**config.mk**
```make
export PLATFORM = sky130hd
export DESIGN_NAME = multicycle_ctrl_fsm
export DESIGN_NICKNAME = d
export VERILOG_FILES = /design/src/rtl/multicycle_ctrl_fsm.sv
export SDC_FILE = /design/constraint.sdc
export NUM_CORES = 1
export LEC_CHECK = 0
export ABC_AREA = 1
export CAP_MARGIN = 20
export CORE_ASPECT_RATIO = 0.9
export CORE_MARGIN = 5
export CORE_UTILIZATION = 40
export DETAILED_ROUTE_END_ITERATION = 6
export GPL_ROUTABILITY_DRIVEN = 0
export PLACE_DENSITY = 0.79
export SETUP_SLACK_MARGIN = 0.4
export SYNTH_ARGS = -nofsm -noshare
export SYNTH_HDL_FRONTEND = slang
export SYNTH_SLANG_ARGS = --single-unit
```
**constraint.sdc**
```tcl
create_clock -name clk -period 1.7 [get_ports clk]
set_clock_uncertainty 0.2 [all_clocks]
set_input_delay 0.34 -clock clk [delete_from_list [all_inputs] [get_ports clk]]
set_output_delay 0.34 -clock clk [all_outputs]
set_load 0.02 [all_outputs]
```
**src/rtl/multicycle_ctrl_fsm.sv**
```systemverilog
// Multicycle ARM control unit: Moore main FSM driving the shared-memory
// datapath, a combinational ALU decoder, memory wait states with a timeout,
// and deterministic handling of undefined encodings.
module multicycle_ctrl_fsm #(
   parameter bit          MEM_WAIT = 1'b1,
   parameter bit          EXT_OPS  = 1'b1,
   parameter int unsigned TIMEOUT  = 15
) (
   input  logic       clk,
   input  logic       reset,
   input  logic [1:0] Op,
   input  logic [5:0] Funct,
   input  logic [3:0] Rd,
   input  logic       shR,
   input  logic       MemReady,
   output logic       IRWrite,
   output logic       AdrSrc,
   output logic       ALUSrcA,
   output logic [1:0] ALUSrcB,
   output logic [1:0] ResultSrc,
   output logic [1:0] ImmSrc,
   output logic [1:0] RegSrc,
   output logic       RegW,
   output logic       MemW,
   output logic       PCWrite,
   output logic       Branch,
   output logic       LSrc,
   output logic       EscaSrc,
   output logic       NoWrite,
   output logic [1:0] FlagW,
   output logic [2:0] ALUControl,
   output logic       MemErr,
   output logic       Undef,
   output logic [3:0] State
);

   typedef enum logic [3:0] {
      S_FETCH    = 4'd0,
      S_DECODE   = 4'd1,
      S_MEMADR   = 4'd2,
      S_MEMREAD  = 4'd3,
      S_MEMWB    = 4'd4,
      S_MEMWRITE = 4'd5,
      S_EXECUTER = 4'd6,
      S_EXECUTEI = 4'd7,
      S_ALUWB    = 4'd8,
      S_BRANCH   = 4'd9,
      S_BLWB     = 4'd10
   } state_e;

   localparam logic [7:0] TIMEOUT_C = 8'(TIMEOUT);

   state_e     state_q, state_d;
   logic [7:0] wait_q, wait_d;
   logic       ready;
   logic       waiting_state;
   logic       timeout;
   logic       alu_active;
   logic [2:0] alu_ctrl;
   logic       alu_nowrite;
   logic       alu_undef;

   // Memory is always ready when wait states are disabled.
   assign ready         = MEM_WAIT ? MemReady : 1'b1;
   assign waiting_state = (state_q == S_FETCH) || (state_q == S_MEMREAD) ||
                          (state_q == S_MEMWRITE);
   assign timeout       = waiting_state && !ready && (wait_q >= TIMEOUT_C);
   assign alu_active    = (state_q == S_EXECUTER) || (state_q == S_EXECUTEI);
   assign State         = state_q;

   // ALU decoder keyed on Funct[4:1]; undefined codes become a harmless no-write.
   always_comb begin
      // NOTE: every output gets a default before the case so no latch is inferred.
      alu_ctrl    = 3'b000;
      alu_nowrite = 1'b0;
      alu_undef   = 1'b0;
      case (Funct[4:1])
         4'b0100: alu_ctrl = 3'b000;                  // ADD
         4'b0010: alu_ctrl = 3'b001;                  // SUB
         4'b0000: alu_ctrl = 3'b010;                  // AND
         4'b1100: alu_ctrl = 3'b011;                  // ORR
         4'b1101: alu_ctrl = 3'b100;                  // MOV
         4'b1010: begin                               // CMP
            alu_ctrl    = 3'b001;
            alu_nowrite = 1'b1;
         end
         4'b0001: begin                               // EOR
            if (EXT_OPS) alu_ctrl = 3'b101;
            else         alu_undef = 1'b1;
         end
         4'b1110: begin                               // BIC
            if (EXT_OPS) alu_ctrl = 3'b110;
            else         alu_undef = 1'b1;
         end
         4'b1000: begin                               // TST
            if (EXT_OPS) begin
               alu_ctrl    = 3'b010;
               alu_nowrite = 1'b1;
            end else begin
               alu_undef = 1'b1;
            end
         end
         default: alu_undef = 1'b1;
      endcase

      ALUControl = alu_active ? alu_ctrl : 3'b000;
      NoWrite    = alu_active && (alu_nowrite || alu_undef);
      FlagW      = 2'b00;
      if (alu_active && !alu_undef)
         FlagW = {Funct[0], Funct[0] & (alu_ctrl == 3'b000 || alu_ctrl == 3'b001)};
   end

   // Next state and datapath controls; strobes are suppressed while in reset.
   always_comb begin
      state_d   = state_q;
      IRWrite   = 1'b0;
      AdrSrc    = 1'b0;
      ALUSrcA   = 1'b0;
      ALUSrcB   = 2'b00;
      ResultSrc = 2'b00;
      ImmSrc    = 2'b00;
      RegSrc    = 2'b00;
      RegW      = 1'b0;
      MemW      = 1'b0;
      PCWrite   = 1'b0;
      Branch    = 1'b0;
      LSrc      = 1'b0;
      EscaSrc   = 1'b0;
      MemErr    = 1'b0;
      Undef     = 1'b0;
      case (state_q)
         S_FETCH: begin
            ALUSrcA   = 1'b1;
            ALUSrcB   = 2'b10;
            ResultSrc = 2'b10;
            if (timeout) begin
               MemErr = 1'b1;
            end else if (ready) begin
               IRWrite = 1'b1;
               PCWrite = 1'b1;
               state_d = S_DECODE;
            end
         end
         S_DECODE: begin
            ALUSrcA   = 1'b1;
            ALUSrcB   = 2'b10;
            ResultSrc = 2'b10;
            case (Op)
               2'b00:   state_d = Funct[5] ? S_EXECUTEI : S_EXECUTER;
               2'b01:   state_d = S_MEMADR;
               2'b10:   state_d = S_BRANCH;
               default: begin
                  Undef   = 1'b1;
                  state_d = S_FETCH;
               end
            endcase
         end
         S_EXECUTER, S_EXECUTEI: begin
            if (state_q == S_EXECUTEI) ALUSrcB = 2'b01;
            else                       EscaSrc = shR;
            Undef   = alu_undef;
            state_d = NoWrite ? S_FETCH : S_ALUWB;
         end
         S_ALUWB: begin
            RegW    = 1'b1;
            PCWrite = (Rd == 4'hF);
            state_d = S_FETCH;
         end
         S_MEMADR: begin
            ALUSrcB = Funct[5] ? 2'b00 : 2'b01;
            ImmSrc  = 2'b01;
            state_d = Funct[0] ? S_MEMREAD : S_MEMWRITE;
         end
         S_MEMREAD: begin
            AdrSrc = 1'b1;
            if (timeout) begin
               MemErr  = 1'b1;
               state_d = S_FETCH;
            end else if (ready) begin
               state_d = S_MEMWB;
            end
         end
         S_MEMWB: begin
            RegW      = 1'b1;
            ResultSrc = 2'b01;
            PCWrite   = (Rd == 4'hF);
            state_d   = S_FETCH;
         end
         S_MEMWRITE: begin
            AdrSrc = 1'b1;
            RegSrc = 2'b10;
            if (timeout) begin
               MemErr  = 1'b1;
               state_d = S_FETCH;
            end else begin
               MemW = 1'b1;
               if (ready) state_d = S_FETCH;
            end
         end
         S_BRANCH: begin
            Branch    = 1'b1;
            ALUSrcB   = 2'b01;
            ImmSrc    = 2'b10;
            ResultSrc = 2'b10;
            PCWrite   = 1'b1;
            state_d   = Funct[4] ? S_BLWB : S_FETCH;
         end
         S_BLWB: begin
            RegW    = 1'b1;
            LSrc    = 1'b1;
            state_d = S_FETCH;
         end
         default: state_d = S_FETCH;
      endcase

      if (reset) begin
         IRWrite = 1'b0;
         RegW    = 1'b0;
         MemW    = 1'b0;
         PCWrite = 1'b0;
         Branch  = 1'b0;
         MemErr  = 1'b0;
         Undef   = 1'b0;
      end
   end

   // Wait counter: consecutive non-ready cycles in one waiting state, saturating.
   always_comb begin
      wait_d = 8'd0;
      if (waiting_state && !ready && !timeout && (state_d == state_q))
         wait_d = (wait_q == 8'hFF) ? wait_q : wait_q + 8'd1;
   end

   // State and wait-counter registers with synchronous reset.
   always_ff @(posedge clk) begin
      // NOTE: sequential state uses non-blocking assignments only.
      if (reset) begin
         state_q <= S_FETCH;
         wait_q  <= 8'd0;
      end else begin
         state_q <= state_d;
         wait_q  <= wait_d;
      end
   end

endmodule

```
==> results of run 1 <==
## through the flow
| step | instances | setup TNS [ns] | worst slack (ns) | util (%) |
|---|---|---|---|---|
| detailed placement | 277 | -16.11 | -1.19 | 94.2 |
| global placement | 277 | -14.14 | -0.986 | 94.2 |
| floorplan | 164 | -0.155 | -0.0570 | - |
## logic make-up after synthesis
kind of cell,after synthesis
AO/OA/AOI/OAI,18
XOR/XNOR,2
adder cells (fa/ha/maj),1
buffers and inverters,27
flip-flops,12
other,1
AND/OR/NAND/NOR,99
==> qor.txt, run 1 <==
status - stopped before the end
Halt Stage - clock tree synthesis
Err - [ERROR DPL-0038] Utilization greater than 100%, impossible to legalize
DP Area - 2070 um2
postcts setup bufs - 12
top post-synthesis cells by count - 37 x nand2_1, 36 x nor2_1, 19 x inv_1, 12 x dfxtp_1
area leader, netlist - dfxtp_1
YS warnings - 0
Syn Area/Cell - 5.83 um2
initial core utilization - 42.4%
FFs w/ async S/R, synth - 0%
largest family of logic cells by synthesized area - simple AND/OR/NAND/NOR gates
H-tree lvl count - 1
die height - 55.8 um
CTS Buffer Depth - 2
cells after synthesis - 160
#FFs+latches synth - 12
complex-gate fraction of the synthesized area - 12.2%
post-synthesis xor/xnor area fraction - 1.88%
hold bufs inserted after CTS - 0
Port-buffer cells - 43
FP Rows - 16
CTS resizes - 216
Ports - 45
Mapped Area - 933 um2
CTS Buf Count - 3
post-synthesis adder-cell area fraction - 1.34%
ranking of synthesized cells by area - dfxtp_1 26%, nand2_1 15%, nor2_1 14%
post-synthesis sequential area ratio - 25.7%
Sink Count - 12
mux share of post-synthesis cell area - 0%
top cell type's share of synthesized area - 25.7%
dpl hpwl - 4110 um
simple-gate share of the synthesized area - 46.0%
count leader, synth - nand2_1
Die X - 60.9 um
library cells used by synthesis - 27
prevailing post-synth register cell - dfxtp_1
EDFF count, synth - 0
clock root buffer - clkbuf_4
==> run 2, diff against run 1 <==
- CORE_AREA: unset -> 5 5 66 68
- CORE_ASPECT_RATIO: 0.9 -> unset
- CORE_MARGIN: 5 -> unset
- CORE_UTILIZATION: 40 -> unset
- DIE_AREA: unset -> 0 0 71 73
- PLACE_DENSITY: 0.79 -> unset
- PLACE_DENSITY_LB_ADDON: unset -> 0.15
- SETUP_SLACK_MARGIN: 0.4 -> unset
==> run 2 against run 1 <==
Against the previous run:
- synthesized cell count did not move
- area after synthesis did not move
- the flow now finishes, with violations (setup timing)
==> qor.txt, run 2 <==
YS warnings - 0
drt first pass iters - 4
largest net degree at the start of global routing - 7
max-cap check violation count - 0
period utilization - 114%
post-layout util - 61.4%
Inst Count DP - 304
DP Area - 1880 um2
Antenna Nets Post-Route - 0
post-synthesis sequential area ratio - 25.7%
Largest stage delay, worst path - 0.37 ns
Final Non-Filler Cells - 319
Final TNS setup - -2.79 ns
EDFF count, synth - 0
cells after synthesis - 160
Critical Path, Cell by Cell - inv_2 -> nand2_4 -> nor2_4 -> buf_6 -> nand3_2 -> a21oi_2 -> buf_6
CTS Buffer Depth - 2
clock power share - 24.3%
Worst R2R Setup Slack - 0.11 ns
setup violators final - 22
Final Instance Area - 2330 um2
Sequential Area - 258 um2
Bufs and invs on worst path - 3
Ports - 45
pre-CTS worst setup slack - -1.00 ns
library cells used by synthesis - 27
status - finished with violations
Combinational Power Share - 44.5%
hold bufs inserted after CTS - 0
most used cell, CP - buf_6
Most flops, register - wait_q
Port-buffer cells - 43
initial DRC count - 17
Die X - 71 um
Worst Path Required - 1.16 ns
CTS Buf Count - 3
vias in the first global route - 1307
Int Pwr - 0.670 mW
initial antenna violation count - 0
CTS tree - yes
H-tree lvl count - 1
GRT Total Usage - 12.9%
dpl hpwl - 2580 um
CP max stage cell - dfxtp_4
n_diodes - 0
Crit. End Element - output pin
final critical-path required period - 1.93 ns
#FFs+latches synth - 12
VDD IR max - 0.000275 V
Max Fclk - 0.517 GHz
fin. max-slew vios - 0
CP top delay family - flip-flops
Hold Crit Class - flip-flop to flip-flop
initial core utilization - 24.6%
Layout area overhead - 150%
FP Rows - 23
top post-synthesis cells by count - 37 x nand2_1, 36 x nor2_1, 19 x inv_1, 12 x dfxtp_1
kind of critical path - flip-flop to output pin
Total Routed Length - 3420 um
final net count - 288
Final WS setup - -0.234 ns
Post-route DRC - 0
Core Region - 3800 um2
crit path DAT - 1.39 ns
Clock Latency Late Sink - 0.23 ns
worst-path fanout max - 5
Routed wire per std cell - 10.7 um
Fill cells - 362
Pwr Density - 427 nW/um2
Largest register FFs - 8
Syn Area/Cell - 5.83 um2
Mapped Area - 933 um2
Net Sw Frac - 32.7%
area leader, netlist - dfxtp_1
most frequent cells in the layout - 51 x buf_4, 37 x buf_6, 25 x nand2_1
top cell type's share of synthesized area - 25.7%
FFs w/ async S/R, synth - 0%
ranking of synthesized cells by area - dfxtp_1 26%, nand2_1 15%, nor2_1 14%
RSZ-0062 raised after global routing - yes
GRT overflow - 0
first-pass GRT wire length - 5440 um
share of layout cells above drive strength 1 - 63.6%
Sequential Power Share - 31.2%
clock slew at reported path FFs - 0.05 ns
Power, Total - 0.996 mW
via count - 1358
prevailing post-synth register cell - dfxtp_1
failing checks - setup timing
CP startpoint kind - flip-flop
Fin. Hold Viols - 0
Via-to-Cell Ratio - 4.26
die area - 5180 um2
clock root buffer - clkbuf_8
commonest non-fill, non-tap cell in the layout - buf_4
area of the multi-input gates - 908 um2
Sw Pwr - 0.326 mW
Sink Count - 12
Leak - 1.09 nW
count leader, synth - nand2_1
die height - 73 um
WHS - 0.358 ns
## run 2: cell counts after synthesis
No cell type changed its count.
## run 2: path summary, 6_finish.rpt
| kind | end | startpoint | cells past startpoint |
|---|---|---|---|
| max | Undef | State[3]$_SDFF_PP0_ | 7 |
| min | State[2]$_SDFF_PP0_ | State[2]$_SDFF_PP0_ | 2 |
| max reg2reg | wait_q[1]$_SDFFE_PP0P_ | State[3]$_SDFF_PP0_ | 9 |
| min reg2reg | State[2]$_SDFF_PP0_ | State[2]$_SDFF_PP0_ | 2 |
## run 2: power by group through the flow
| stage | Combinational [mW] | Clock [mW] | Sequential [mW] |
|---|---|---|---|
| after CTS | 0.384 | 0.252 | 0.307 |
| after detailed placement | 0.344 | 0 | 0.312 |
| after global placement | 0.344 | 0 | 0.312 |
| after floorplan | 0.153 | 0 | 0.316 |
| final | 0.443 | 0.242 | 0.311 |
| after global routing | 0.474 | 0.268 | 0.312 |
## run 2: cell type report
class | count | share of cell area [%]
Sequential cell | 12 | 11.1
Clock buffer | 3 | 1.77
Multi-Input combinational cell | 125 | 39.0
Tap cell | 50 | 2.68
Timing Repair Buffer | 106 | 41.1
Inverter | 23 | 4.46
## run 2: cell families after synthesis
family	after synthesis	share of synthesized area, %
and+or+nand+nor	99	46.0
other	1	0.402
DFF	12	25.7
buffers and inverters	27	12.5
xor gates and xnor gates	2	1.88
AOI/OAI and AO/OA	18	12.2
adders and majority gates	1	1.34
## run 2: what timing repair did
item	CTS	global route
gates cloned	0	0
gates resized for setup	207	56
setup buffers	7	8
endpoints found under the setup margin	28	24
pin swaps	19	27
## run 2: worst reg2reg max path, stage by stage (launching register included)
cell,delay (ns)
dfxtp_4,0.37
buf_6,0.13
nor2_4,0.14
nand2_4,0.08
a31oi_4,0.14
buf_4,0.13
buf_4,0.09
buf_4,0.10
nand2_2,0.07
nor2_1,0.09
## run 2: layer usage
layer  vias to the layer above  global-route usage [%]  routed length [um]
met5                         -                       0                   0
met4                         0                    5.01                  56
met1                       599                    16.1                1440
met2                        28                    21.5                1740
met3                         6                    2.75                 184
li1                        725                       -                   -
Note: power is estimated with default switching activity, not from simulation.
